$ cat config.mk
export PLATFORM = sky130hd
export DESIGN_NAME = matrix_c_collector_flat
export DESIGN_NICKNAME = d
export VERILOG_FILES = /design/src/rtl/matrix_c_collector_pkg.sv /design/src/rtl/matrix_c_collector_if.sv /design/src/rtl/matrix_c_collector_lane_counter.sv /design/src/rtl/matrix_c_collector.sv /design/src/flat_wrapper.sv
export SDC_FILE = /design/constraint.sdc
export NUM_CORES = 1
export LEC_CHECK = 0
export BUFFER_PORTS_ARGS = -buffer_cell sky130_fd_sc_hd__buf_2
export CAP_MARGIN = 20
export CORE_MARGIN = 2
export CORE_UTILIZATION = 45
export DETAILED_ROUTE_END_ITERATION = 10
export PLACE_DENSITY = 0.65
export RECOVER_POWER = 25
export SLEW_MARGIN = 0
export SYNTH_ARGS = -nofsm -noshare
export SYNTH_HDL_FRONTEND = slang
export SYNTH_SLANG_ARGS = --single-unit
$ cat constraint.sdc
create_clock -name clk -period 5.1 [get_ports clk]
set_clock_uncertainty 0.15 [all_clocks]
set_input_delay 1.02 -clock clk [delete_from_list [all_inputs] [get_ports clk]]
set_output_delay 1.02 -clock clk [all_outputs]
set_load 0.1 [all_outputs]
$ cat src/rtl/matrix_c_collector_pkg.sv
// Shared types and constants for the result collector (package matrix_pkg).
package matrix_pkg;
  localparam int unsigned LANES  = 4;
  localparam int unsigned ROWS   = 4;
  localparam int unsigned ADDR_W = 4;

  typedef enum logic [1:0] {
    IDLE,
    COLLECT,
    DONE
  } state_e;
endpackage

$ cat src/rtl/matrix_c_collector_if.sv
// Collector bus: start/lane inputs, status outputs and the random-read port.
// The clr input exists only when COLLECTOR_ACCUM_EN is defined.
interface matrix_c_collector_if #(
  parameter int unsigned WIDTH = 32
);
  logic                        start;
  logic [3:0]                  vld;
  logic [WIDTH-1:0]            q0;
  logic [WIDTH-1:0]            q1;
  logic [WIDTH-1:0]            q2;
  logic [WIDTH-1:0]            q3;
  logic                        busy;
  logic                        done;
  logic                        err;
  logic                        rd_en;
  logic [matrix_pkg::ADDR_W-1:0] rd_addr;
  logic [WIDTH-1:0]            rd_data;
  logic                        rd_vld;
`ifdef COLLECTOR_ACCUM_EN
  logic                        clr;
`endif

  modport master (
`ifdef COLLECTOR_ACCUM_EN
    output clr,
`endif
    output start, vld, q0, q1, q2, q3, rd_en, rd_addr,
    input  busy, done, err, rd_data, rd_vld
  );

  modport slave (
`ifdef COLLECTOR_ACCUM_EN
    input  clr,
`endif
    input  start, vld, q0, q1, q2, q3, rd_en, rd_addr,
    output busy, done, err, rd_data, rd_vld
  );
endinterface

$ cat src/rtl/matrix_c_collector_lane_counter.sv
// Per-lane row counter: counts accepted rows, saturates with a full flag
// and strobes ovf for any increment request once full.
module lane_counter
  import matrix_pkg::*;
(
  input  logic       clk,
  input  logic       reset,
  input  logic       clr_i,
  input  logic       inc_i,
  output logic [1:0] cnt_o,
  output logic       full_o,
  output logic       ovf_o
);
  logic [1:0] cnt_q, cnt_d;
  logic       full_q, full_d;

  always_comb begin
    cnt_d  = cnt_q;
    full_d = full_q;
    if (clr_i) begin
      cnt_d  = '0;
      full_d = 1'b0;
    end else if (inc_i && !full_q) begin
      // the count stays on the last row; full marks the fourth accepted row
      if (cnt_q == 2'(ROWS - 1)) full_d = 1'b1;
      else                       cnt_d  = cnt_q + 2'd1;
    end
  end

  always_ff @(posedge clk) begin
    if (reset) begin
      cnt_q  <= '0;
      full_q <= 1'b0;
    end else begin
      cnt_q  <= cnt_d;
      full_q <= full_d;
    end
  end

  assign cnt_o  = cnt_q;
  assign full_o = full_q;
  assign ovf_o  = inc_i & full_q;
endmodule

$ cat src/rtl/matrix_c_collector.sv
// De-skews four result lanes into a row-major stride x 4 matrix with a
// registered read port. COLLECTOR_ACCUM_EN selects accumulate-on-write plus clr.
module matrix_c_collector
  import matrix_pkg::*;
#(
  parameter int unsigned STRIDE = 4,
  parameter int unsigned WIDTH  = 32
) (
  input logic                 clk,
  input logic                 reset,
  matrix_c_collector_if.slave bus
);
  localparam int unsigned DEPTH  = ROWS * STRIDE;
  localparam int unsigned MEM_AW = $clog2(DEPTH);

  state_e            state_q, state_d;
  logic [4:0]        wcnt_q, wcnt_d;
  logic              err_q, err_d;
  logic [WIDTH-1:0]  mem_q [DEPTH];
  logic [WIDTH-1:0]  rd_data_q;
  logic              rd_vld_q;

  logic [WIDTH-1:0]  lane_data [LANES];
  logic [1:0]        cnt [LANES];
  logic [MEM_AW-1:0] waddr [LANES];
  logic [LANES-1:0]  inc, full, ovf, we;
  logic [2:0]        n_wr;
  logic              collect, final_wr;

  assign lane_data[0] = bus.q0;
  assign lane_data[1] = bus.q1;
  assign lane_data[2] = bus.q2;
  assign lane_data[3] = bus.q3;

  // start takes priority: a same-cycle vld is neither written nor flagged
  assign collect = (state_q == COLLECT);
  assign inc     = bus.vld & {LANES{collect & ~bus.start}};
  assign we      = inc & ~full;

  for (genvar k = 0; k < LANES; k++) begin : g_lane
    lane_counter u_cnt (
      .clk    (clk),
      .reset  (reset),
      .clr_i  (bus.start),
      .inc_i  (inc[k]),
      .cnt_o  (cnt[k]),
      .full_o (full[k]),
      .ovf_o  (ovf[k])
    );
    assign waddr[k] = MEM_AW'(32'(cnt[k]) * STRIDE + 32'(k));
  end

  assign n_wr     = 3'($countones(we));
  assign final_wr = collect && ((wcnt_q + 5'(n_wr)) == 5'(LANES * ROWS));

  always_comb begin
    state_d = state_q;
    wcnt_d  = wcnt_q;
    err_d   = err_q;
    if (bus.start) begin
      state_d = COLLECT;
      wcnt_d  = '0;
      err_d   = 1'b0;
    end else begin
      wcnt_d = wcnt_q + 5'(n_wr);
      if (((|bus.vld) && !collect) || (|ovf)) err_d = 1'b1;
      unique case (state_q)
        IDLE:    state_d = IDLE;
        COLLECT: if (final_wr) state_d = DONE;
        DONE:    state_d = IDLE;
        default: state_d = IDLE;
      endcase
    end
  end

  always_ff @(posedge clk) begin
    if (reset) begin
      state_q   <= IDLE;
      wcnt_q    <= '0;
      err_q     <= 1'b0;
      rd_data_q <= '0;
      rd_vld_q  <= 1'b0;
    end else begin
      state_q  <= state_d;
      wcnt_q   <= wcnt_d;
      err_q    <= err_d;
      rd_vld_q <= bus.rd_en;
      if (bus.rd_en) begin
        if (32'(bus.rd_addr) < DEPTH) rd_data_q <= mem_q[MEM_AW'(bus.rd_addr)];
        else                          rd_data_q <= '0;
      end
    end
  end

  always_ff @(posedge clk) begin
    if (reset) begin
      mem_q <= '{default: '0};
`ifdef COLLECTOR_ACCUM_EN
    end else if (bus.clr) begin
      mem_q <= '{default: '0};
    end else begin
      for (int unsigned k = 0; k < LANES; k++)
        if (we[k]) mem_q[waddr[k]] <= mem_q[waddr[k]] + lane_data[k];
    end
`else
    end else if (bus.start) begin
      mem_q <= '{default: '0};
    end else begin
      for (int unsigned k = 0; k < LANES; k++)
        if (we[k]) mem_q[waddr[k]] <= lane_data[k];
    end
`endif
  end

  assign bus.busy    = collect;
  assign bus.done    = (state_q == DONE);
  assign bus.err     = err_q;
  assign bus.rd_data = rd_data_q;
  assign bus.rd_vld  = rd_vld_q;
endmodule

$ cat src/flat_wrapper.sv
// flat-port wrapper written by rule: the top's interface ports become plain ports
module matrix_c_collector_flat import matrix_pkg::*;
#(
  parameter int unsigned STRIDE = 4,
  parameter int unsigned WIDTH  = 32
)
  (clk, reset, bus_start, bus_vld, bus_q0, bus_q1, bus_q2, bus_q3, bus_rd_en, bus_rd_addr, bus_busy, bus_done, bus_err, bus_rd_data, bus_rd_vld);
  matrix_c_collector_if #(.WIDTH(WIDTH)) bus_i ();
  input logic clk;
  input logic reset;
  input wire logic [$bits(bus_i.start)-1:0] bus_start;
  input wire logic [$bits(bus_i.vld)-1:0] bus_vld;
  input wire logic [$bits(bus_i.q0)-1:0] bus_q0;
  input wire logic [$bits(bus_i.q1)-1:0] bus_q1;
  input wire logic [$bits(bus_i.q2)-1:0] bus_q2;
  input wire logic [$bits(bus_i.q3)-1:0] bus_q3;
  input wire logic [$bits(bus_i.rd_en)-1:0] bus_rd_en;
  input wire logic [$bits(bus_i.rd_addr)-1:0] bus_rd_addr;
  output wire logic [$bits(bus_i.busy)-1:0] bus_busy;
  output wire logic [$bits(bus_i.done)-1:0] bus_done;
  output wire logic [$bits(bus_i.err)-1:0] bus_err;
  output wire logic [$bits(bus_i.rd_data)-1:0] bus_rd_data;
  output wire logic [$bits(bus_i.rd_vld)-1:0] bus_rd_vld;
  assign bus_i.start = bus_start;
  assign bus_i.vld = bus_vld;
  assign bus_i.q0 = bus_q0;
  assign bus_i.q1 = bus_q1;
  assign bus_i.q2 = bus_q2;
  assign bus_i.q3 = bus_q3;
  assign bus_i.rd_en = bus_rd_en;
  assign bus_i.rd_addr = bus_rd_addr;
  assign bus_busy = bus_i.busy;
  assign bus_done = bus_i.done;
  assign bus_err = bus_i.err;
  assign bus_rd_data = bus_i.rd_data;
  assign bus_rd_vld = bus_i.rd_vld;
  matrix_c_collector #(.STRIDE(STRIDE), .WIDTH(WIDTH)) u_core (.clk(clk), .reset(reset), .bus(bus_i));
endmodule
==> out/summary.txt, run 1 <==
======================================================================================
Result of the run                                                         complete, but fails checks
Violated checks                                                           max-capacitance violations, max-slew violations
Setup repair after global routing missed its margin                                 no
Required @ worst endpoint                                                      5420 ps
Number of antenna violations at the first check in global routing                   21
Die width                                                                       237 µm
Max Clock Freq                                                                 239 MHz
Setup slack, reg-to-reg                                                        1240 ps
Clock tree from TritonCTS                                                        built
Clk Tree Root Cell                                                        sky130_fd_sc_hd__clkbuf_16
Clock period minus final worst setup slack                                     4190 ps
Area of combinational cells with multiple inputs                             11900 µm²
Avg Synthesized Cell Area                                                     8.01 µm²
R2R depth                                                                           11
Detailed-routing iteration count for the pre-antenna-repair pass                     6
Hold-critical path endpoint                                               u_core.bus.rd_data[9]
Final setup vio count                                                                0
Number of gates resized after CTS                                                    0
CORE AREA                                                                    53800 µm²
Final core occ                                                                   51.0%
Final slew viol count                                                              100
Max clock buf depth                                                                  3
Final-layout fill cell count                                                      5026
Area of all placed cells without fillers                                     27500 µm²
Htree depth                                                                          2
Post-Place Setup Slack                                                          880 ps
Synthesis-to-layout area growth                                                  12.0%
Count of buffers added by post-CTS timing repair for setup                           0
Post-DP Area                                                                 25400 µm²
Power per cell area                                                         353 nW/µm²
Worst Min Path Start                                                      u_core.bus.rd_data[9]
Global route overflow                                                                0
Worst hold slack                                                                302 ps
Placed cell count                                                                 3730
Effective utilization at floorplan                                               45.6%
CTS Buf Count                                                                       58
Clock slew at the register clock pins of the worst setup and hold paths          60 ps
Number of violations of the max-capacitance limit                                    2
Share of synthesized area occupied by flip-flops and latches                     46.1%
Final antenna-violating net count                                                    0
Fin crit share                                                                   82.2%
Nets@finish                                                                       3258
Number of synthesized flops with an enable pin                                       0
Post-synthesis register bit count                                                  565
Worst setup path category                                                       in2reg
Critical path launch point type                                             input port
Syn_nets                                                                          3224
Hold violation total from the final report                                           0
Peak fanout along the critical path                                                 70
Via count of the first global-routing pass                                       21100
Detailed-route via count                                                         21800
Fraction of layout cells with a size suffix above 1                              12.3%
Number of rows in the core area                                                     85
Distinct cell type count after synthesis                                            33
PortBufs                                                                           175
Total length of routed wires                                                  78500 µm
Final critical-path setup slack                                                 909 ps
Die extent in y                                                                 237 µm
Detail Placement HPWL                                                         46900 µm
CTS Hold Bufs                                                                        0
Share of synthesized flip-flops with an asynchronous set or reset                   0%
Area contributors post-synth                                              sky130_fd_sc_hd__dfxtp_1 46%, sky130_fd_sc_hd__nand2_1 17%, sky130_fd_sc_hd__a21oi_1 11%
Capture point of the worst reg-to-reg path                                u_core.state_q[0]
Die area                                                                     56400 µm²
Min-Delay Path Depth                                                                 2
Type of the tightest min-delay check                                           reg2reg
Accumulated negative setup slack                                                  0 ps
Routability congestion estimate                                                  0.832
Total routing usage reported by global routing                                   27.1%
# IOs                                                                              176
Vias per std cell                                                                 5.65
Cells after synthesis                                                             3060
Most area-hungry cell type in the Yosys netlist                           sky130_fd_sc_hd__dfxtp_1
Count of clock tree sinks                                                          565
Relative slew slack                                                              -105%
Area share of the leading cell type in the synthesized netlist                   46.1%
Worst slew pin tran                                                            3080 ps
Data arrival, critical path                                                    4510 ps
Final standard cell count with taps included and fillers excluded                 3847
Pin count of the biggest net entering global routing                               122
Area used by sequential logic in the layout                                  11300 µm²
Clock latency on the worst-skew pair                                            620 ps
Category of the worst setup path capture point                                    flop
Highest ir drop seen on vdd                                                   0.248 mV
Leak                                                                           9.70 nW
First-iteration detailed-routing DRC count                                        2113
Drt wl/cell                                                                    20.4 µm
Beginning of the worst register-to-register path                          u_core.state_q[0]
Top flip-flop cell by instance count after synthesis                      sky130_fd_sc_hd__dfxtp_1
Synthesized cell area                                                        24500 µm²
Global-route wire length before repair                                       119000 µm
Number of remaining DRC errors                                                       0
Count of synthesis-stage warnings from yosys                                         0
Power consumption                                                              9.70 mW
======================================================================================
placed cells by master, fill, tap and decap left out, types with 9 or more instances in the layout:
| master | instances |
|---|---|
| sky130_fd_sc_hd__nand3_2 | 16 |
| sky130_fd_sc_hd__buf_2 | 171 |
| sky130_fd_sc_hd__and3_1 | 16 |
| sky130_fd_sc_hd__a22oi_1 | 66 |
| sky130_fd_sc_hd__clkbuf_1 | 12 |
| sky130_fd_sc_hd__clkinv_2 | 15 |
| sky130_fd_sc_hd__bufinv_16 | 9 |
| sky130_fd_sc_hd__nor2_1 | 23 |
| sky130_fd_sc_hd__a21oi_1 | 532 |
| sky130_fd_sc_hd__ha_1 | 22 |
| sky130_fd_sc_hd__clkbuf_16 | 59 |
| sky130_fd_sc_hd__nand2_1 | 1121 |
| sky130_fd_sc_hd__diode_2 | 9 |
| sky130_fd_sc_hd__buf_4 | 33 |
| sky130_fd_sc_hd__clkbuf_8 | 10 |
| sky130_fd_sc_hd__dfxtp_1 | 565 |
| sky130_fd_sc_hd__a21oi_2 | 46 |
| sky130_fd_sc_hd__buf_12 | 9 |
| sky130_fd_sc_hd__mux2i_1 | 260 |
| sky130_fd_sc_hd__nand3_1 | 97 |
worst max path at each step:
stage / from / end / slack (ps) / cells past startpoint
3_5_place_dp: bus_start / u_core.state_q[0] / 880 / 12
4_1_cts: bus_start / u_core.state_q[0] / 1520 / 12
3_3_place_gp: bus_start / u_core.state_q[0] / 910 / 12
2_1_floorplan: bus_start / u_core.state_q[0] / 1070 / 12
5_1_grt: reset / u_core.mem_q[30] / 760 / 4
6_report: reset / u_core.mem_q[30] / 910 / 4
worst max-delay path: stages:
cell	delay, ps
sky130_fd_sc_hd__clkbuf_1	390
sky130_fd_sc_hd__or2_1	2280
sky130_fd_sc_hd__buf_4	690
sky130_fd_sc_hd__a21oi_1	90
synthesized netlist by cell type, types with 4 or more instances:
master	count
sky130_fd_sc_hd__nor2b_1	10
sky130_fd_sc_hd__nor3b_2	4
sky130_fd_sc_hd__buf_2	128
sky130_fd_sc_hd__clkbuf_1	71
sky130_fd_sc_hd__and3_1	16
sky130_fd_sc_hd__buf_4	10
sky130_fd_sc_hd__a21oi_2	49
sky130_fd_sc_hd__a21oi_1	529
sky130_fd_sc_hd__dfxtp_1	565
sky130_fd_sc_hd__nor2_1	25
sky130_fd_sc_hd__nand3_2	16
sky130_fd_sc_hd__inv_1	8
sky130_fd_sc_hd__xnor2_1	7
sky130_fd_sc_hd__nand3_1	97
sky130_fd_sc_hd__buf_1	8
sky130_fd_sc_hd__mux2i_1	260
sky130_fd_sc_hd__ha_1	22
sky130_fd_sc_hd__a22oi_1	66
sky130_fd_sc_hd__nand2_1	1121
sky130_fd_sc_hd__and2_1	8
sky130_fd_sc_hd__buf_6	26
kinds of logic (layout without fill, tap and decap cells):
| family | count (synthesis) | count (layout) | synth area share, % |
|---|---|---|---|
| AND/OR/NAND/NOR | 1304 | 1304 | 21.5 |
| multiplexers | 260 | 260 | 10.6 |
| buffers and inverters | 252 | 334 | 5.51 |
| flip-flops | 565 | 565 | 46.1 |
| other | 0 | 9 | 0 |
| adder cells (fa/ha/maj) | 24 | 24 | 1.29 |
| XOR/XNOR | 7 | 7 | 0.250 |
| AO/OA/AOI/OAI | 648 | 648 | 14.7 |
final cells by class:
class                   instances  area share, %
clock buffers                  77           5.99
diodes                          9         0.0820
inverters                       8          0.109
multi-input cells            2243           43.2
well taps                     696           3.17
clock inverters                31           1.46
repair buffers                218           4.78
flip-flops and latches        565           41.2
per-layer routing:
layer | GRT usage, % | vias to the layer above | routed length (µm)
met3 | 6.11 | 192 | 6600
met4 | 11.1 | 16 | 2740
met1 | 33.7 | 10400 | 32200
li1 | - | 10300 | -
met5 | 0 | - | 103
met2 | 45.4 | 855 | 36900
flip-flops by register name, indices dropped and copies added (netlist names):
signal                      count
u_core.wcnt_q                   5
u_core.g_lane.u_cnt.cnt_o       8
u_core.g_lane.u_cnt.full_o      4
u_core.bus.rd_vld               1
u_core.mem_q                  512
u_core.bus.err                  1
u_core.state_q                  2
u_core.bus.rd_data             32
report_power, final:
part	leakage, nW	total, mW	switching [mW]	internal, mW
Combinational	4.14	0.699	0.512	0.186
Clock	1.00	4.54	1.82	2.72
Sequential	4.56	4.47	0.0245	4.44
Note: power is estimated with default switching activity, not from simulation.
==> run 2: changes to the inputs <==
==> constraint.sdc (replaced) <==
create_clock -name clk -period 4 [get_ports clk]
set_clock_uncertainty 0.15 [all_clocks]
set_input_delay 0.8 -clock clk [delete_from_list [all_inputs] [get_ports clk]]
set_output_delay 0.8 -clock clk [all_outputs]
set_load 0.1 [all_outputs]
==> run 2 against run 1 <==
Compared with the run above:
- the flow still finishes with violations (max-capacitance violations, max-slew violations)
- routed wire length decreased by 0.54%
- hold slack got worse by 4.0 ps
- first-iteration DRC count is 12% lower
- critical endpoint is now u_core.mem_q[395]
- largest cell class unchanged
- highest routed layer unchanged
==> out/summary.txt, run 2 (synthesis results as in run 1) <==
======================================================================================
Worst slew pin tran                                                            2690 ps   -388 ps
Post-Place Setup Slack                                                          198 ps   -682 ps
Detailed-routing iteration count for the pre-antenna-repair pass                     5   -1
Critical path launch point type                                             input port
Dominant delay contributor by cell family on the critical path            simple AND/OR/NAND/NOR gates
Violated checks                                                           max-capacitance violations, max-slew violations
Max Clock Freq                                                                 285 MHz
Htree depth                                                                          2   unchanged
Clock slew at the register clock pins of the worst setup and hold paths          60 ps   about the same
Most frequent cells in the layout                                         1121 x sky130_fd_sc_hd__nand2_1, 565 x sky130_fd_sc_hd__dfxtp_1, 537 x sky130_fd_sc_hd__a21oi_1
Portion of total power attributed to combinational logic                          7.5%   +0.3 points
Relative slew slack                                                             -79.3%   +26 points
Count of buffers added by post-CTS timing repair for setup                           0   unchanged
Reg with most FFs                                                         u_core.mem_q
Share of power burned in registers                                               46.9%   +0.9 points
Leading cell type in the layout, fill and taps excluded                   sky130_fd_sc_hd__nand2_1
Beginning of the worst register-to-register path                          u_core.state_q[0]
Routability congestion estimate                                                  0.806   -3.2%
Capture point of the worst reg-to-reg path                                u_core.state_q[0]
Highest ir drop seen on vdd                                                   0.330 mV   +33%
Power per cell area                                                         440 nW/µm²   +25%
Worst-path cell chain                                                     clkbuf_1 -> or2_1 -> buf_4 -> a21oi_1
CTS Hold Bufs                                                                        0   unchanged
Number of antenna violations at the first check in global routing                   18   -14%
Category of the worst setup path capture point                                    flop
Required @ worst endpoint                                                      4340 ps   -1080 ps
Number of gates resized after CTS                                                    0   unchanged
Type of the tightest min-delay check                                           reg2reg
Pin count of the biggest net entering global routing                                72   -41%
Power Internal                                                                 9.16 mW   +25%
Drt wl/cell                                                                    20.2 µm   -0.93%
Fraction of layout cells with a size suffix above 1                              12.4%   +0.092 points
# IOs                                                                              176   unchanged
Number of rows in the core area                                                     85   unchanged
Clock tree from TritonCTS                                                        built
Final antenna-violating net count                                                    0   unchanged
Clk Tree Root Cell                                                        sky130_fd_sc_hd__clkbuf_16
PortBufs                                                                           175   unchanged
Peak fanout along the critical path                                                 55   -21%
Fin crit share                                                                   87.8%
Detail Placement HPWL                                                         47300 µm   +0.85%
Total length of routed wires                                                  78100 µm   -0.54%
Final setup vio count                                                                0   unchanged
Cell at the slowest stage of the critical path                            sky130_fd_sc_hd__or2_1
Worst Min Path Start                                                      u_core.bus.rd_data[30]
Via count of the first global-routing pass                                       21000   -0.11%
Setup repair after global routing missed its margin                                 no
Final critical-path setup slack                                                 488 ps   -421 ps
Leak                                                                           9.78 nW   +0.80%
Data arrival, critical path                                                    3850 ps   -660 ps
Hold-critical path endpoint                                               u_core.bus.rd_data[30]
Total routing usage reported by global routing                                   26.9%   -0.23 points
Buf+Inv Stages, Crit Path                                                            2   unchanged
Max stage delay on crit path                                                   1990 ps   -290 ps
R2R depth                                                                           10   -1
Switching part of the total                                                      24.5%   +0.22 points
Share of power burned in the clock network                                       45.5%   -1.3 points
Global route overflow                                                                0   unchanged
Nets@finish                                                                       3277   +0.58%
Die extent in y                                                                 237 µm   unchanged
Setup slack, reg-to-reg                                                         780 ps   -460 ps
Hold violation total from the final report                                           0   unchanged
Number of remaining DRC errors                                                       0   unchanged
Vias per std cell                                                                 5.66   +0.15%
Max clock buf depth                                                                  3   unchanged
Clock period minus final worst setup slack                                     3510 ps
CORE AREA                                                                    53800 µm²   unchanged
Min-Delay Path Depth                                                                 2   unchanged
First-iteration detailed-routing DRC count                                        1864   -12%
Max reg flops                                                                      512   unchanged
Count of clock tree sinks                                                          565   unchanged
Reported net switching power                                                   2.97 mW   +26%
Worst setup path category                                                       in2reg
Die area                                                                     56400 µm²   unchanged
Global-route wire length before repair                                       118000 µm   -0.69%
Effective utilization at floorplan                                               45.6%   unchanged
Result of the run                                                         complete, but fails checks
Accumulated negative setup slack                                                  0 ps   unchanged
Number of violations of the max-capacitance limit                                    2   unchanged
Clock latency on the worst-skew pair                                            620 ps   about the same
Final slew viol count                                                               82   -18%
Synthesis-to-layout area growth                                                  12.4%
Detailed-route via count                                                         21900   +0.54%
Die width                                                                       237 µm   unchanged
CTS Buf Count                                                                       59   +1.7%
======================================================================================
[run 2: changes by cell type in the layout (fill, tap and decap cells not counted)]
cell / previous run / this run
sky130_fd_sc_hd__a21oi_1: 532 / 537
sky130_fd_sc_hd__a21oi_2: 46 / 41
sky130_fd_sc_hd__buf_12: 9 / 17
sky130_fd_sc_hd__buf_2: 171 / 172
sky130_fd_sc_hd__buf_4: 33 / 41
sky130_fd_sc_hd__bufinv_16: 9 / 3
sky130_fd_sc_hd__clkbuf_1: 12 / 19
sky130_fd_sc_hd__clkbuf_8: 10 / 19
sky130_fd_sc_hd__clkinv_2: 15 / 11
sky130_fd_sc_hd__clkinv_4: 1 / 0
sky130_fd_sc_hd__clkinvlp_4: 5 / 0
sky130_fd_sc_hd__diode_2: 9 / 7
[run 2: area by class of cell]
class / instances / area, µm²
diodes: 7 / 17.5
clock buffers: 92 / 1790
clock inverters: 15 / 154
fillers: 5069 / 26200
inverters: 8 / 30.0
multi-input cells: 2243 / 11900
flip-flops and latches: 565 / 11300
well taps: 696 / 871
repair buffers: 236 / 1540
[run 2: per-layer routing]
| metal | vias up | track usage, % | share of wire, % |
|---|---|---|---|
| li1 | 10300 | - | - |
| met1 | 10600 | 33.5 | 41 |
| met2 | 823 | 45.3 | 48 |
| met3 | 184 | 5.78 | 7.9 |
| met4 | 18 | 10.6 | 3.4 |
| met5 | - | 0 | 0.17 |
[run 2: worst max-delay path by stage]
stage | from | cells after the start | end | slack [ps]
6_report | reset | 4 | u_core.mem_q[395] | 490
5_1_grt | reset | 4 | u_core.mem_q[128] | 310
4_1_cts | u_core.state_q[0] | 10 | u_core.state_q[0] | 760
3_5_place_dp | bus_start | 11 | u_core.state_q[0] | 200
3_3_place_gp | bus_start | 11 | u_core.state_q[0] | 220
2_1_floorplan | bus_start | 12 | u_core.state_q[0] | 190
[run 2: worst register-to-register path, cell delays in order (launching register included)]
cell and delay, ps:
sky130_fd_sc_hd__dfxtp_1 360, sky130_fd_sc_hd__nor3b_4 270, sky130_fd_sc_hd__and2_1 170, sky130_fd_sc_hd__ha_1 230, sky130_fd_sc_hd__ha_1 220, sky130_fd_sc_hd__fa_1 520, sky130_fd_sc_hd__fa_1 420, sky130_fd_sc_hd__a21oi_1 160
sky130_fd_sc_hd__nor2b_1 70, sky130_fd_sc_hd__xnor2_1 160, sky130_fd_sc_hd__o41a_1 380
[run 2: power groups by stage]
stage / Sequential, mW / Clock (mW) / Combinational, mW
after global placement: 5.82 / 0 / 0.890
after global routing: 5.69 / 5.81 / 0.959
after floorplan: 5.97 / 0 / 0.411
final: 5.69 / 5.53 / 0.912
after detailed placement: 5.82 / 0 / 0.901
after CTS: 5.69 / 5.57 / 0.903
[run 2: through the flow]
step | power [mW] | util [%] | instances | hold slack [ps] | instance area, µm²
after floorplan | 6.38 | - | 3060 | 286 | 24500
after global routing | 12.5 | 51.2 | 3860 | 293 | 27600
after global placement | 6.71 | 47.7 | 3748 | 284 | 25700
after detailed placement | 6.72 | 47.7 | 3748 | 287 | 25700
after CTS | 12.2 | 51.3 | 3855 | 271 | 27600
final | 12.1 | 51.2 | 3862 | 298 | 27600
==> run 3: changes to the inputs <==
--- a/config.mk
+++ b/config.mk
@@ -15,4 +15,5 @@
 export SLEW_MARGIN = 0
 export SYNTH_ARGS = -nofsm -noshare
 export SYNTH_HDL_FRONTEND = slang
+export SYNTH_HIERARCHICAL = 1
 export SYNTH_SLANG_ARGS = --single-unit
==> run 3 against run 2 <==
Compared with the run above:
- the flow now finishes without violations
- routed wire length grew 3.2%
- fmax shrank 1.1%
- clock-buffer cell count shrank 8
- hold slack lost 18 ps
- cell area shrank 0.11%
- via count is essentially flat
- non-clock buffer count grew 4
- first-iteration DRC count grew 5.4%
==> out/summary.txt, run 3 <==
======================================================================================
Synthesis-to-layout area growth                                                  14.4%
Detailed-route via count                                                         21900   +0.0046%
Clock slew at the register clock pins of the worst setup and hold paths          60 ps   about the same
Reg with most FFs                                                         u_core/mem_q
Power per cell area                                                         444 nW/µm²   +0.95%
Pin count of the biggest net entering global routing                               105   +46%
Effective utilization at floorplan                                               45.6%   +0.054 points
Htree depth                                                                          2   unchanged
CTS Hold Bufs                                                                        0   unchanged
Setup slack, reg-to-reg                                                         650 ps   -130 ps
Routability congestion estimate                                                  0.825   +2.4%
Switching part of the total                                                      24.5%   about the same
Setup repair after global routing missed its margin                                 no
Number of remaining DRC errors                                                       0   unchanged
Max reg flops                                                                      512   unchanged
Final standard cell count with taps included and fillers excluded                 3828   -0.88%
Accumulated negative setup slack                                                  0 ps   unchanged
Final-layout fill cell count                                                      4924   -2.9%
Number of antenna violations at the first check in global routing                   20   +2
Category of the worst setup path capture point                                    flop
Number of rows in the core area                                                     84   -1.2%
Required @ worst endpoint                                                      4310 ps   -30 ps
Fraction of layout cells with a size suffix above 1                              11.8%   -0.58 points
Reported net switching power                                                   3.00 mW   +0.74%
Min-Delay Path Depth                                                                 3   +1
Leak                                                                           9.75 nW   -0.35%
Count of buffers added by post-CTS timing repair for setup                           0   unchanged
Post-synthesis register bit count                                                  565   unchanged
Total routing usage reported by global routing                                   28.2%   +1.3 points
Max clock buf depth                                                                  3   unchanged
Number of violations of the max-capacitance limit                                    0   -2
Final core occ                                                                   52.2%   +0.97 points
Count of synthesis-stage warnings from yosys                                         6   +6
Top cells by instance count after synthesis                               1051 x sky130_fd_sc_hd__nand2_1, 565 x sky130_fd_sc_hd__dfxtp_1, 549 x sky130_fd_sc_hd__a21oi_1
Detailed-routing iteration count for the pre-antenna-repair pass                     6   +1
Number of synthesized flops with an enable pin                                       0   unchanged
Area share of the leading cell type in the synthesized netlist                   47.0%   +0.87 points
Top flip-flop cell by instance count after synthesis                      sky130_fd_sc_hd__dfxtp_1
Most used cell, CP                                                        sky130_fd_sc_hd__clkbuf_1
Syn_nets                                                                          3165   -1.8%
Worst slew pin tran                                                            1280 ps   -1410 ps
Leading cell type in the layout, fill and taps excluded                   sky130_fd_sc_hd__nand2_1
Clock tree from TritonCTS                                                        built
Peak fanout along the critical path                                                104   +89%
Die width                                                                       235 µm   -0.91%
Clock latency on the worst-skew pair                                            640 ps   +20 ps
CTS Buf Count                                                                       58   -1.7%
Power Internal                                                                 9.24 mW   +0.87%
Area contributors post-synth                                              sky130_fd_sc_hd__dfxtp_1 47%, sky130_fd_sc_hd__nand2_1 16%, sky130_fd_sc_hd__mux2i_1 12%
Power consumption                                                              12.2 mW   +0.84%
Final setup vio count                                                                0   unchanged
Nets@finish                                                                       3231   -1.4%
PortBufs                                                                           175   unchanged
Fin crit share                                                                   88.8%   +1.0 points
Most area-hungry cell type in the Yosys netlist                           sky130_fd_sc_hd__dfxtp_1
Max stage delay on crit path                                                    990 ps   -1000 ps
Drt wl/cell                                                                    21.1 µm   +4.1%
Clk Tree Root Cell                                                        sky130_fd_sc_hd__clkbuf_16
Global route overflow                                                                0   unchanged
Result of the run                                                         finished clean
Portion of total power attributed to combinational logic                          7.4%   about the same
Clock period minus final worst setup slack                                     3550 ps   +40.0 ps
Most frequent cells in the layout                                         1051 x sky130_fd_sc_hd__nand2_1, 565 x sky130_fd_sc_hd__dfxtp_1, 549 x sky130_fd_sc_hd__a21oi_1
Via count of the first global-routing pass                                       21200   +0.97%
Dominant delay contributor by cell family on the critical path            buffers and inverters
Worst setup path category                                                       in2reg
Detail Placement HPWL                                                         49400 µm   +4.3%
Beginning of the critical path                                                   reset
Max Clock Freq                                                                 282 MHz   -1.1%
Relative slew slack                                                              14.9%   +94 points
Critical path launch point type                                             input port
Dominant cell by count in the synthesized netlist                         sky130_fd_sc_hd__nand2_1
Share of power burned in the clock network                                       46.0%   +0.5 points
Placed cell count                                                                 3711   -0.99%
Distinct cell type count after synthesis                                            41   +24%
Worst Min Path Start                                                        bus_q1[13]
Data arrival, critical path                                                    3860 ps   about the same
Total length of routed wires                                                  80600 µm   +3.2%
Buf+Inv Stages, Crit Path                                                            3   +1
Highest ir drop seen on vdd                                                   0.363 mV   +10%
Count of clock tree sinks                                                          565   unchanged
# IOs                                                                              176   unchanged
Beginning of the worst register-to-register path                          u_core/state_q[0]
Share of synthesized flip-flops with an asynchronous set or reset                   0%   unchanged
Final slew viol count                                                                0   -100%
Share of power burned in registers                                               46.6%   -0.3 points
Cell at the slowest stage of the critical path                            sky130_fd_sc_hd__or2_2
Number of gates resized after CTS                                                    0   unchanged
Worst hold slack                                                                280 ps   -18.3 ps
Hold violation total from the final report                                           0   unchanged
Die area                                                                     55300 µm²   -1.8%
Worst-path cell chain                                                     clkbuf_1 -> clkbuf_1 -> or2_2 -> buf_6 -> a21oi_1
Avg Synthesized Cell Area                                                     7.98 µm²   -0.44%
Die extent in y                                                                 235 µm   -0.91%
Vias per std cell                                                                 5.71   +0.89%
CORE AREA                                                                    52800 µm²   -2.0%
Cells after synthesis                                                             3017   -1.4%
Depth of the critical timing path with buffers and inverters included                5   +1
First-iteration detailed-routing DRC count                                        1965   +5.4%
Type of the tightest min-delay check                                            in2reg
Share of synthesized area occupied by flip-flops and latches                     47.0%   +0.87 points
Global-route wire length before repair                                       122000 µm   +3.2%
Synthesized cell area                                                        24100 µm²   -1.8%
R2R depth                                                                           10   unchanged
Final antenna-violating net count                                                    0   unchanged
======================================================================================
[run 3: cell types whose count changed after synthesis, moves of 21 or more]
cell and delta:
sky130_fd_sc_hd__nor2_1 +21, sky130_fd_sc_hd__mux2i_1 +28, sky130_fd_sc_hd__a21oi_2 -49, sky130_fd_sc_hd__buf_6 -21, sky130_fd_sc_hd__clkbuf_1 +108, sky130_fd_sc_hd__buf_2 -80, sky130_fd_sc_hd__nand2_1 -70
[run 3: routing by layer]
metal | global-route usage [%] | vias up | part of all wire [%] | wire (µm)
met5 | 0 | - | 0.15 | 124
met4 | 11.9 | 18 | 3.8 | 3040
met3 | 5.27 | 173 | 9.2 | 7440
met2 | 46.6 | 949 | 46 | 37400
met1 | 36.1 | 10500 | 40 | 32500
li1 | - | 10200 | - | -
[run 3: final cells by class]
class                      instances  area (µm²)  share of cell area [%]
timing repair buffer             240        1540                    5.58
multi-input combinational       2212       11800                    42.8
sequential                       565       11300                    41.1
tap                              688         861                    3.13
clock inverter                    20         277                    1.00
inverter                           6        22.5                  0.0818
clock buffer                      84        1700                    6.17
antenna                           13        32.5                   0.118
[run 3: path summary, 6_finish.rpt]
kind	end
min reg2reg	u_core/mem_q[334]
max reg2reg	u_core/state_q[0]
min	u_core/mem_q[461]
max	u_core/mem_q[97]
[run 3: logic make-up (layout without fill, tap and decap cells)]
kind of cell / count (synthesis) / in the layout / synth area share, %
adders and majority gates: 8 / 8 / 0.509
muxes: 296 / 296 / 12.4
AOI/OAI and AO/OA: 616 / 616 / 13.5
xor gates and xnor gates: 3 / 3 / 0.109
DFF: 565 / 565 / 47.0
other: 0 / 13 / 0
and+or+nand+nor: 1289 / 1289 / 22.4
buffers and inverters: 240 / 350 / 4.15
[run 3: metrics by stage]
step	setup WS [ps]	area, µm²
2_1_floorplan	220	24100
3_3_place_gp	156	25600
3_5_place_dp	103	25600
4_1_cts	617	27500
5_1_grt	228	27500
6_report	448	27500
[run 3: power by group through the flow]
stage	Sequential (mW)	Clock (mW)	Combinational [mW]
6_report	5.70	5.63	0.910
5_1_grt	5.70	5.92	0.955
4_1_cts	5.70	5.69	0.901
3_5_place_dp	5.82	0	0.899
3_3_place_gp	5.82	0	0.884
2_1_floorplan	5.97	0	0.401
[run 3: tightest hold or removal path: stages]
cell and delay (ps):
sky130_fd_sc_hd__buf_2 120, sky130_fd_sc_hd__nand2_1 50, sky130_fd_sc_hd__a21oi_1 50
